$ cat src/rtl/cpu_pipe_pkg.sv
// ---------------------------------------------------------------------------
// | Module  : cpu_pipe_pkg                                                   |
// | Purpose : Shared definitions for the pipeline stage registers: default   |
// |           widths, stall-vector stage indices, the write-back channel     |
// |           record and a writer-qualification helper.                      |
// | Ports   : none (package)                                                 |
// | Rev     : 1.0  initial multi-issue release                               |
// ---------------------------------------------------------------------------
`default_nettype none

package cpu_pipe_pkg;

  localparam int REG_AW_DEF  = 5;
  localparam int DW_DEF      = 32;
  localparam int STALL_W_DEF = 6;

  // Bit positions in the stall vector, oldest stage first.
  localparam int STG_PC  = 0;
  localparam int STG_IF  = 1;
  localparam int STG_ID  = 2;
  localparam int STG_EX  = 3;
  localparam int STG_MEM = 4;
  localparam int STG_WB  = 5;

  // One write-back channel at the default widths.
  typedef struct packed {
    logic                  valid;
    logic                  wreg;
    logic [REG_AW_DEF-1:0] wd;
    logic [DW_DEF-1:0]     wdata;
  } wb_ch_t;

  // A channel only writes the regfile when it carries a live instruction.
  function automatic logic is_writer(input logic valid, input logic wreg);
    return valid & wreg;
  endfunction

endpackage

`default_nettype wire

$ cat src/rtl/mem_wb_pipe_if.sv
// ---------------------------------------------------------------------------
// | Module  : mem_wb_pipe_if                                                 |
// | Purpose : Bundle of MEM-side inputs and WB-side outputs of the MEM->WB   |
// |           stage register.                                                |
// | Ports   : mem_* (from mem stage), wb_* (to regfile/hilo/LLbit)           |
// |           modport slave  : the pipeline register (reads mem_*, drives wb_*)|
// |           modport master : the environment (drives mem_*, reads wb_*)    |
// | Rev     : 1.0  initial multi-issue release                               |
// ---------------------------------------------------------------------------
`default_nettype none

interface mem_wb_pipe_if
  import cpu_pipe_pkg::*;
#(
  parameter int NUM_CH = 2,
  parameter int REG_AW = REG_AW_DEF,
  parameter int DW     = DW_DEF
);

  logic [NUM_CH-1:0]        mem_valid;
  logic [NUM_CH*REG_AW-1:0] mem_wd;
  logic [NUM_CH*DW-1:0]     mem_wdata;
  logic [NUM_CH-1:0]        mem_wreg;
  logic                     mem_whilo;
  logic [DW-1:0]            mem_hi;
  logic [DW-1:0]            mem_lo;
  logic                     mem_LLbit_we;
  logic                     mem_LLbit_value;

  logic [NUM_CH-1:0]        wb_valid;
  logic [NUM_CH*REG_AW-1:0] wb_wd;
  logic [NUM_CH*DW-1:0]     wb_wdata;
  logic [NUM_CH-1:0]        wb_wreg;
  logic                     wb_whilo;
  logic [DW-1:0]            wb_hi;
  logic [DW-1:0]            wb_lo;
  logic                     wb_LLbit_we;
  logic                     wb_LLbit_value;

  modport slave (
    input  mem_valid, mem_wd, mem_wdata, mem_wreg, mem_whilo, mem_hi, mem_lo,
           mem_LLbit_we, mem_LLbit_value,
    output wb_valid, wb_wd, wb_wdata, wb_wreg, wb_whilo, wb_hi, wb_lo,
           wb_LLbit_we, wb_LLbit_value
  );

  modport master (
    output mem_valid, mem_wd, mem_wdata, mem_wreg, mem_whilo, mem_hi, mem_lo,
           mem_LLbit_we, mem_LLbit_value,
    input  wb_valid, wb_wd, wb_wdata, wb_wreg, wb_whilo, wb_hi, wb_lo,
           wb_LLbit_we, wb_LLbit_value
  );

endinterface

`default_nettype wire

$ cat src/rtl/wb_dup_squash.sv
// ---------------------------------------------------------------------------
// | Module  : wb_dup_squash                                                  |
// | Purpose : Combinational intra-bundle duplicate-destination squash. When  |
// |           two writing channels target the same register, only the        |
// |           highest-index (youngest) keeps its write enable.               |
// | Ports   : i_valid [NUM_CH]        channel valid                          |
// |           i_wreg  [NUM_CH]        channel regfile write enable           |
// |           i_wd    [NUM_CH*REG_AW] channel destination                    |
// |           o_wreg  [NUM_CH]        qualified, de-duplicated write enable  |
// | Rev     : 1.0  initial multi-issue release                               |
// ---------------------------------------------------------------------------
`default_nettype none

module wb_dup_squash
  import cpu_pipe_pkg::*;
#(
  parameter int NUM_CH = 2,
  parameter int REG_AW = REG_AW_DEF
) (
  input  logic [NUM_CH-1:0]        i_valid,
  input  logic [NUM_CH-1:0]        i_wreg,
  input  logic [NUM_CH*REG_AW-1:0] i_wd,
  output logic [NUM_CH-1:0]        o_wreg
);

  // With NUM_CH=1 the inner loop is empty and this is a plain valid&wreg.
  always_comb begin
    o_wreg = '0;
    for (int i = 0; i < NUM_CH; i++) begin
      o_wreg[i] = is_writer(i_valid[i], i_wreg[i]);
      for (int j = i + 1; j < NUM_CH; j++) begin
        if (is_writer(i_valid[j], i_wreg[j]) &&
            (i_wd[j*REG_AW +: REG_AW] == i_wd[i*REG_AW +: REG_AW])) begin
          o_wreg[i] = 1'b0;
        end
      end
    end
  end

endmodule

`default_nettype wire

$ cat src/rtl/mem_wb_pipe.sv
// ---------------------------------------------------------------------------
// | Module  : mem_wb_pipe                                                    |
// | Purpose : NUM_CH-wide MEM->WB pipeline register with per-channel valid,  |
// |           flush-over-stall priority, duplicate-destination squash and    |
// |           stall/bubble control from stall[STAGE]/stall[STAGE+1].         |
// | Ports   : clk, rst (async, active-low), stall[STALL_W], flush,           |
// |           bus (mem_wb_pipe_if.slave),                                    |
// |           perf_bubble_cnt/perf_hold_cnt (only with MEM_WB_PIPE_PERF_EN)  |
// | Config  : `define MEM_WB_PIPE_PERF_EN adds bubble/hold event counters.   |
// | Rev     : 1.0  initial multi-issue release                               |
// ---------------------------------------------------------------------------
`default_nettype none

module mem_wb_pipe
  import cpu_pipe_pkg::*;
#(
  parameter int NUM_CH  = 2,
  parameter int REG_AW  = REG_AW_DEF,
  parameter int DW      = DW_DEF,
  parameter int STALL_W = STALL_W_DEF,
  parameter int STAGE   = STG_MEM   // STAGE+1 must index a valid stall bit
) (
  input  logic               clk,
  input  logic               rst,
  input  logic [STALL_W-1:0] stall,
  input  logic               flush,
  mem_wb_pipe_if.slave       bus
`ifdef MEM_WB_PIPE_PERF_EN
  ,
  output logic [31:0]        perf_bubble_cnt,
  output logic [31:0]        perf_hold_cnt
`endif
);

  localparam logic [1:0] ACT_ADV  = 2'd0;
  localparam logic [1:0] ACT_BUB  = 2'd1;
  localparam logic [1:0] ACT_HOLD = 2'd2;

  logic [1:0]               w_act;
  logic                     w_any_valid;
  logic [NUM_CH-1:0]        w_wreg;
  logic [NUM_CH*REG_AW-1:0] w_wd;
  logic [NUM_CH*DW-1:0]     w_wdata;

  logic [NUM_CH-1:0]        r_valid;
  logic [NUM_CH-1:0]        r_wreg;
  logic [NUM_CH*REG_AW-1:0] r_wd;
  logic [NUM_CH*DW-1:0]     r_wdata;
  logic                     r_whilo;
  logic [DW-1:0]            r_hi;
  logic [DW-1:0]            r_lo;
  logic                     r_llwe;
  logic                     r_llv;

  // Flush beats any stall; otherwise the downstream stall bit decides
  // between inserting a bubble and holding the current contents.
  always_comb begin
    w_act = ACT_ADV;
    if (flush)                    w_act = ACT_BUB;
    else if (!stall[STAGE])       w_act = ACT_ADV;
    else if (!stall[STAGE+1])     w_act = ACT_BUB;
    else                          w_act = ACT_HOLD;
  end

  assign w_any_valid = |bus.mem_valid;

  // Invalid channels present all-zero address/data so WB never sees stale
  // mem-stage values on a dead lane.
  for (genvar gi = 0; gi < NUM_CH; gi++) begin : g_ch
    assign w_wd[gi*REG_AW +: REG_AW] = bus.mem_valid[gi] ? bus.mem_wd[gi*REG_AW +: REG_AW] : '0;
    assign w_wdata[gi*DW +: DW]      = bus.mem_valid[gi] ? bus.mem_wdata[gi*DW +: DW]      : '0;
  end

  wb_dup_squash #(
    .NUM_CH (NUM_CH),
    .REG_AW (REG_AW)
  ) u_squash (
    .i_valid (bus.mem_valid),
    .i_wreg  (bus.mem_wreg),
    .i_wd    (bus.mem_wd),
    .o_wreg  (w_wreg)
  );

  always_ff @(posedge clk or negedge rst) begin
    if (!rst) begin
      r_valid <= '0;
      r_wreg  <= '0;
      r_wd    <= '0;
      r_wdata <= '0;
      r_whilo <= 1'b0;
      r_hi    <= '0;
      r_lo    <= '0;
      r_llwe  <= 1'b0;
      r_llv   <= 1'b0;
    end else begin
      case (w_act)
        ACT_ADV: begin
          r_valid <= bus.mem_valid;
          r_wreg  <= w_wreg;
          r_wd    <= w_wd;
          r_wdata <= w_wdata;
          r_whilo <= bus.mem_whilo & w_any_valid;
          r_hi    <= bus.mem_hi;
          r_lo    <= bus.mem_lo;
          r_llwe  <= bus.mem_LLbit_we & w_any_valid;
          r_llv   <= bus.mem_LLbit_value;
        end
        ACT_BUB: begin
          r_valid <= '0;
          r_wreg  <= '0;
          r_wd    <= '0;
          r_wdata <= '0;
          r_whilo <= 1'b0;
          r_hi    <= '0;
          r_lo    <= '0;
          r_llwe  <= 1'b0;
          r_llv   <= 1'b0;
        end
        default: ;  // hold
      endcase
    end
  end

  assign bus.wb_valid       = r_valid;
  assign bus.wb_wreg        = r_wreg;
  assign bus.wb_wd          = r_wd;
  assign bus.wb_wdata       = r_wdata;
  assign bus.wb_whilo       = r_whilo;
  assign bus.wb_hi          = r_hi;
  assign bus.wb_lo          = r_lo;
  assign bus.wb_LLbit_we    = r_llwe;
  assign bus.wb_LLbit_value = r_llv;

`ifdef MEM_WB_PIPE_PERF_EN
  logic [31:0] r_bubble_cnt;
  logic [31:0] r_hold_cnt;

  // Counters wrap naturally at 2^32.
  always_ff @(posedge clk or negedge rst) begin
    if (!rst) begin
      r_bubble_cnt <= '0;
      r_hold_cnt   <= '0;
    end else begin
      if (w_act == ACT_BUB)  r_bubble_cnt <= r_bubble_cnt + 32'd1;
      if (w_act == ACT_HOLD) r_hold_cnt   <= r_hold_cnt + 32'd1;
    end
  end

  assign perf_bubble_cnt = r_bubble_cnt;
  assign perf_hold_cnt   = r_hold_cnt;
`endif

endmodule

`default_nettype wire

$ cat src/flat_wrapper.sv
// flat-port wrapper written by rule: the top's interface ports become plain ports
module mem_wb_pipe_flat import cpu_pipe_pkg::*;
#(
  parameter int NUM_CH  = 2,
  parameter int REG_AW  = REG_AW_DEF,
  parameter int DW      = DW_DEF,
  parameter int STALL_W = STALL_W_DEF,
  parameter int STAGE   = STG_MEM                                          
)
  (clk, rst, stall, flush, bus_mem_valid, bus_mem_wd, bus_mem_wdata, bus_mem_wreg, bus_mem_whilo, bus_mem_hi, bus_mem_lo, bus_mem_LLbit_we, bus_mem_LLbit_value, bus_wb_valid, bus_wb_wd, bus_wb_wdata, bus_wb_wreg, bus_wb_whilo, bus_wb_hi, bus_wb_lo, bus_wb_LLbit_we, bus_wb_LLbit_value);
  mem_wb_pipe_if #(.NUM_CH(NUM_CH), .REG_AW(REG_AW), .DW(DW)) bus_i ();
  input  logic clk;
  input  logic rst;
  input  logic [STALL_W-1:0] stall;
  input  logic flush;
  input wire logic [$bits(bus_i.mem_valid)-1:0] bus_mem_valid;
  input wire logic [$bits(bus_i.mem_wd)-1:0] bus_mem_wd;
  input wire logic [$bits(bus_i.mem_wdata)-1:0] bus_mem_wdata;
  input wire logic [$bits(bus_i.mem_wreg)-1:0] bus_mem_wreg;
  input wire logic [$bits(bus_i.mem_whilo)-1:0] bus_mem_whilo;
  input wire logic [$bits(bus_i.mem_hi)-1:0] bus_mem_hi;
  input wire logic [$bits(bus_i.mem_lo)-1:0] bus_mem_lo;
  input wire logic [$bits(bus_i.mem_LLbit_we)-1:0] bus_mem_LLbit_we;
  input wire logic [$bits(bus_i.mem_LLbit_value)-1:0] bus_mem_LLbit_value;
  output wire logic [$bits(bus_i.wb_valid)-1:0] bus_wb_valid;
  output wire logic [$bits(bus_i.wb_wd)-1:0] bus_wb_wd;
  output wire logic [$bits(bus_i.wb_wdata)-1:0] bus_wb_wdata;
  output wire logic [$bits(bus_i.wb_wreg)-1:0] bus_wb_wreg;
  output wire logic [$bits(bus_i.wb_whilo)-1:0] bus_wb_whilo;
  output wire logic [$bits(bus_i.wb_hi)-1:0] bus_wb_hi;
  output wire logic [$bits(bus_i.wb_lo)-1:0] bus_wb_lo;
  output wire logic [$bits(bus_i.wb_LLbit_we)-1:0] bus_wb_LLbit_we;
  output wire logic [$bits(bus_i.wb_LLbit_value)-1:0] bus_wb_LLbit_value;
  assign bus_i.mem_valid = bus_mem_valid;
  assign bus_i.mem_wd = bus_mem_wd;
  assign bus_i.mem_wdata = bus_mem_wdata;
  assign bus_i.mem_wreg = bus_mem_wreg;
  assign bus_i.mem_whilo = bus_mem_whilo;
  assign bus_i.mem_hi = bus_mem_hi;
  assign bus_i.mem_lo = bus_mem_lo;
  assign bus_i.mem_LLbit_we = bus_mem_LLbit_we;
  assign bus_i.mem_LLbit_value = bus_mem_LLbit_value;
  assign bus_wb_valid = bus_i.wb_valid;
  assign bus_wb_wd = bus_i.wb_wd;
  assign bus_wb_wdata = bus_i.wb_wdata;
  assign bus_wb_wreg = bus_i.wb_wreg;
  assign bus_wb_whilo = bus_i.wb_whilo;
  assign bus_wb_hi = bus_i.wb_hi;
  assign bus_wb_lo = bus_i.wb_lo;
  assign bus_wb_LLbit_we = bus_i.wb_LLbit_we;
  assign bus_wb_LLbit_value = bus_i.wb_LLbit_value;
  mem_wb_pipe #(.NUM_CH(NUM_CH), .REG_AW(REG_AW), .DW(DW), .STALL_W(STALL_W), .STAGE(STAGE)) u_core (.clk(clk), .rst(rst), .stall(stall), .flush(flush), .bus(bus_i));
endmodule
$ cat config.mk
export PLATFORM = sky130hd
export DESIGN_NAME = mem_wb_pipe_flat
export DESIGN_NICKNAME = d
export VERILOG_FILES = /design/src/rtl/cpu_pipe_pkg.sv /design/src/rtl/mem_wb_pipe_if.sv /design/src/rtl/wb_dup_squash.sv /design/src/rtl/mem_wb_pipe.sv /design/src/flat_wrapper.sv
export SDC_FILE = /design/constraint.sdc
export NUM_CORES = 1
export LEC_CHECK = 0
export ABC_AREA = 0
export CAP_MARGIN = 20
export CORE_MARGIN = 3
export CORE_UTILIZATION = 38
export DETAILED_ROUTE_END_ITERATION = 7
export MAX_ROUTING_LAYER = met4
export PLACE_DENSITY = 0.85
export SYNTH_ARGS = -nofsm -noshare
export SYNTH_HDL_FRONTEND = slang
export SYNTH_SLANG_ARGS = --single-unit
$ cat constraint.sdc
create_clock -name clk -period 0.8 [get_ports clk]
set_input_delay 0.12 -clock clk [delete_from_list [all_inputs] [get_ports clk]]
set_output_delay 0.12 -clock clk [all_outputs]
set_load 0.02 [all_outputs]
==> impl_metrics.toml, run 1 <==
[setup_path]
critPathSlowestCell = "dfrtp_1"
crit_arrival_ns = 1.00
cp.depth = 1
cp_slowest_stage_delay_ns = 0.43
reg2reg_depth = 3
critical_path_class = "reg -> out"
critPathMaxFanout = 2
crit_path_end_kind = "primary output"
crit_required_ns = 0.68
path_buf_inv = 1
critPathLaunchType = "register"
critical_path.top_delay_family = "flip-flops"
cp_cell_sequence = "buf_6"

[hold_path]
min_path_cells = 3
hold_path.class = "in -> reg"

[global_routing]
grt_max_degree = 66
antenna_found_initial = 0
first_global_vias = 5115
overflow = 0
grt.total_usage_pct = 25.8
grt_pass1_wl_mm = 28.6

[sta]
rsz0062_at_grt = "yes"
post-route-period-util_pct = 140
fin_crit_ns = 1.12
max_freq_mhz = 892
timing.slew.headroom_pct = 77.5
worst_slew_pin_slew_ns = 0.337
hold_violations = 0
layout_setup_ws_ns = -0.322
finalSetupViolCount = 237
maxSlewViolCount = 0
final.setup_skew_ns = 0

[synthesis]
yosysMostFrequentCell = "dfrtp_1"
ys_warn_count = 0
synthFlopType = "dfrtp_1"
synth_sequential_area_ratio_pct = 70.0
synth.area.top_cells = "dfrtp_1 (70%), a22o_1 (24%), buf_4 (1.6%)"
postSynthAreaPerCell_um2 = 15.2
synth_top_area_share_pct = 70.0
synth-edff-count = 0
synth_top_area_cell = "dfrtp_1"
synthArstFlopShare_pct = 100
yosysUniqueCellTypes = 18
synth.top_cells.by_count = "dfrtp_1 (145), a22o_1 (140), buf_2 (11), buf_4 (11), clkbuf_1 (8)"
syn_nets = 496
netlist_area_um2 = 5180
synth_cells = 342
ys_seq_elements = 145

[final_layout]
n_antenna_cell = 0
fin_area_um2 = 10300
nets = 915
syn_to_final_growth_pct = 99.0
drive_gt1_share_pct = 42.6
final_util_pct = 77.6

[clocking]
worst_skew_pair.late_latency_ns = 0.40
cts_made_buffers = 17
cts_tree = "built"
h-tree-depth = 4
clk_pin_slew_worst_paths_ns = 0.07
cts.sinks = 145
clock-root-buffer = "clkbuf_16"
clock_path_buffers = 2

[placed_design]
dp_slack_ns = -0.916
portBuffers = 294
dpl-instance-area_um2 = 8820
detailed_place_hpwl_mm = 12.5
gp_congestion = 0.882

[floorplan]
die_y_um = 123
coreArea_um2 = 13300
initial_utilization_pct = 39.0
ios = 299
dieArea_um2 = 15100
placementRows = 42
die_w_um = 123

[drt]
drt-total-wl_mm = 22.0
num_vias = 5051
ant_nets = 0
drc = 0
via_per_inst = 5.32
first_pass_iters = 5
drtIter0Drc = 335
wl_per_cell_um = 23.2

[status]
violations = "setup timing"
status = "finished with violations"

[power]
ir_drop_uv = 1300
p_per_area_nw_per_um2 = 1770
leakage_nw = 5.13

[run]
drv_cap = 0
==> sequential cells by signal, indices dropped and copies added (netlist names) <==
name	count
u_core.bus.wb_LLbit_value	1
u_core.bus.wb_LLbit_we	1
u_core.bus.wb_hi	32
u_core.bus.wb_lo	32
u_core.bus.wb_valid	2
u_core.bus.wb_wd	10
u_core.bus.wb_wdata	64
u_core.bus.wb_whilo	1
u_core.bus.wb_wreg	2
==> metrics by stage <==
stage | hold WS, ns | power, mW | std cells | setup TNS, ns
after CTS | 0.0612 | 18.1 | 927 | -43.08
after global placement | 0.000291 | 10.5 | 852 | -146.53
after global routing | 0.0303 | 18.9 | 949 | -50.29
after floorplan | -0.176 | 8.75 | 342 | -0.374
final | 0.0453 | 18.3 | 949 | -44.16
after detailed placement | 0.00568 | 10.6 | 852 | -156.17
==> cell type report <==
cell class | instances | area (um2)
timing repair buffer | 425 | 4460
tap | 176 | 220
sequential | 145 | 3630
multi-input combinational | 168 | 1460
clock buffer | 19 | 443
fill | 726 | 2980
clock inverter | 12 | 86.3
inverter | 4 | 15.0
==> layer usage <==
layer	share of wire (%)	track usage, %	up-vias
met5	0	-	-
met2	52	43.5	285
li1	-	-	2169
met4	2.3	8.96	0
met3	7.7	6.08	42
met1	38	30.3	2555
==> report_power, final <==
group | switching, mW | total (mW) | internal, mW
combinational | 1.31 | 3.15 | 1.84
sequential | 0.267 | 7.89 | 7.62
clock | 3.20 | 7.25 | 4.05
total | 4.78 | 18.3 | 13.5
==> placed cells by master, fill, tap and decap left out, drive strengths merged <==
cell	count
clkbuf	21
a21o	2
clkinv	6
nand3	1
inv	7
dfrtp	145
a32o	1
xor2	2
nor2b	2
a2111oi	1
clkdlybuf4s15	1
dlygate4sd2	6
buf	279
clkdlybuf4s50	132
nor2	7
a22o	140
dlygate4sd3	3
a32oi	2
clkinvlp	3
and2	7
a222oi	1
dlymetal6s2s	1
nand2	2
bufbuf	1
==> cells by family (layout without fill, tap and decap cells) <==
kind of cell / after synthesis / after routing / synth area share, %
AO/OA/AOI/OAI: 147 / 147 / 24.8
XOR/XNOR: 2 / 2 / 0.338
buffers and inverters: 34 / 460 / 3.52
flip-flops: 145 / 145 / 70.0
AND/OR/NAND/NOR: 14 / 19 / 1.33
==> timing repair <==
| item | CTS | global route |
|---|---|---|
| endpoints found under the setup margin | 290 | 264 |
| endpoints found under the hold margin | 147 | 0 |
| hold buffers | 3 | 0 |
| buffers inserted | 54 | 46 |
| cloned | 4 | 5 |
| pin swaps | 56 | 45 |
| resized for setup | 937 | 52 |
==> worst paths after layout <==
check | start | slack, ns | endpoint
setup / recovery | u_core.bus.wb_lo[4] | -0.32 | bus_wb_lo[4]
hold / removal | bus_mem_wd[3] | 0.05 | u_core.bus.wb_wd[3]
setup reg to reg | u_core.bus.wb_hi[0] | -0.16 | u_core.bus.wb_hi[0]
hold reg to reg | u_core.bus.wb_valid[0] | 0.51 | u_core.bus.wb_valid[0]
max in group asynchronous | rst | 0.16 | u_core.bus.wb_LLbit_we
min in group asynchronous | rst | 0.15 | u_core.bus.wb_wdata[51]
No activity file was read; power rests on OpenSTA's default activity.
==> inputs of run 2 (changes only) <==
- CORE_UTILIZATION: 38 -> 40
- PLACE_DENSITY: 0.85 -> 0.89
- clock period: 0.8 -> 1.32 ns (I/O delays scaled with it)
==> run 2 against run 1 <==
Compared with the run above: sequential share of layout area increased by 5.6 points; combinational power is 54% lower; the flow now finishes without violations; design area fell by 14%; count of clock-buffer cells in the layout decreased by 1; worst hold slack improved by 0.087 ns; sequential power fell by 40%; critical path type unchanged; non-clock buffer count is 103 lower; register-to-register slack better by 0.67 ns; via count is 12% lower; global-route usage decreased by 0.83 points; core utilization down 5.7 points; clock power fell by 31%.
==> impl_metrics.toml, run 2 (synthesis gave the netlist of run 1 again) <==
[setup_path]
critPathMaxFanout = 2
cp_slowest_stage_delay_ns = 0.39
critical_path_class = "reg -> out"
critical_path.top_delay_family = "flip-flops"
critPathLaunchType = "register"
crit_path_end_kind = "primary output"
crit_required_ns = 1.12
cp_cell_sequence = "clkdlybuf4s15_1"
critPathSlowestCell = "dfrtp_1"
path_buf_inv = 1
crit_arrival_ns = 1.09

[placed_design]
portBuffers = 294
detailed_place_hpwl_mm = 12.7
dpl-instance-area_um2 = 8480
gp_congestion = 0.840

[drt]
via_per_inst = 5.32
drtIter0Drc = 319
first_pass_iters = 4
num_vias = 4440
drc = 0
drt-total-wl_mm = 17.5
ant_nets = 0
wl_per_cell_um = 20.9

[power]
leakage_nw = 4.28
p_per_area_nw_per_um2 = 1260
ir_drop_uv = 780

[global_routing]
grt.total_usage_pct = 25.0
grt_max_degree = 46
antenna_found_initial = 0
grt_pass1_wl_mm = 26.9
first_global_vias = 4825
overflow = 0

[run]
drv_cap = 0

[final_layout]
fin_area_um2 = 8890
syn_to_final_growth_pct = 71.5
n_antenna_cell = 0
area.sequential_um2 = 3630
nets = 807
largest_reg_flops = 64
drive_gt1_share_pct = 23.7
layout_common_cells = "clkdlybuf4s50_1 (146), dfrtp_1 (145), a22o_1 (140)"
num-fill-cells = 839
multi_input_area_um2 = 1390
final_util_pct = 71.9
layout_commonest_cell = "clkdlybuf4s50_1"

[clocking]
clock-root-buffer = "clkbuf_16"
clk_pin_slew_worst_paths_ns = 0.06
h-tree-depth = 4
cts_tree = "built"
worst_skew_pair.late_latency_ns = 0.40
clock_path_buffers = 2
cts_made_buffers = 17
cts.sinks = 145

[sta]
worst_slew_pin_slew_ns = 0.398
finalSetupViolCount = 0
maxSlewViolCount = 0
hold_violations = 0
post-route-period-util_pct = 97.6
rsz0062_at_grt = "no"
tns_ns = 0
timing.slew.headroom_pct = 73.4
fin_crit_ns = 1.29
final.setup_skew_ns = 0
max_freq_mhz = 776

[floorplan]
placementRows = 40
coreArea_um2 = 12400
dieArea_um2 = 14400
ios = 299
initial_utilization_pct = 41.9
die_y_um = 120
die_w_um = 120

[hold_path]
hold_path.class = "in -> reg"

[status]
status = "completed"
## run 2: what timing repair did
| item | CTS | global route |
|---|---|---|
| pin swaps | 0 | 3 |
| gates cloned | 0 | 1 |
| setup endpoints to repair | 145 | 219 |
| gates resized for setup | 308 | 82 |
| endpoints found under the hold margin | 34 | 0 |
| hold buffers | 1 | 0 |
| buffers inserted | 0 | 1 |
## run 2: area by class of cell
cell class              instances  share of cell area, %
repair buffers                322                   34.1
clock inverters                14                   2.12
multi-input cells             163                   15.6
inverters                       4                  0.169
clock buffers                  18                   4.83
well taps                     168                   2.36
flip-flops and latches        145                   40.8
## run 2: path summary, 6_finish.rpt
check,startpoint,to,slack (ns),cells past startpoint
worst max-delay path,u_core.bus.wb_hi[29],bus_wb_hi[29],0.03,1
worst min-delay path,bus_mem_wd[8],u_core.bus.wb_wd[8],0.13,2
worst max register to register,u_core.bus.wb_LLbit_we,u_core.bus.wb_LLbit_we,0.51,2
worst min register to register,u_core.bus.wb_valid[0],u_core.bus.wb_valid[0],0.48,1
max in group asynchronous,rst,u_core.bus.wb_lo[18],0.52,3
min in group asynchronous,rst,u_core.bus.wb_wdata[45],0.29,2
## run 2: routing by layer
layer / global-route usage, % / vias to the layer above / part of all wire, %
li1: - / 1940 / -
met1: 29.2 / 2212 / 39
met2: 41.4 / 256 / 51
met3: 6.64 / 32 / 7.0
met4: 9.66 / 0 / 2.5
met5: - / - / 0
## run 2: power by group
| group | internal (mW) | switching (mW) | leakage (nW) |
|---|---|---|---|
| clock | 3.16 | 1.83 | 0.296 |
| combinational | 0.774 | 0.686 | 2.02 |
| sequential | 4.62 | 0.109 | 1.96 |
## run 2: through the flow
stage | power (mW) | std cells | hold WS (ns) | worst slack [ns]
after global routing | 11.6 | 834 | 0.128 | 0.00000377
after detailed placement | 6.36 | 799 | 0.134 | -0.408
after CTS | 11.3 | 832 | 0.271 | 0.000131
after floorplan | 5.28 | 342 | -0.0976 | 0.192
final | 11.2 | 834 | 0.132 | 0.0314
after global placement | 6.32 | 799 | 0.135 | -0.340
==> inputs of run 3 (changes only) <==
- CAP_MARGIN: 20 -> 40
==> results of run 3 <==
Same layout as run 2: the final DEF is identical, and so are final timing and power.
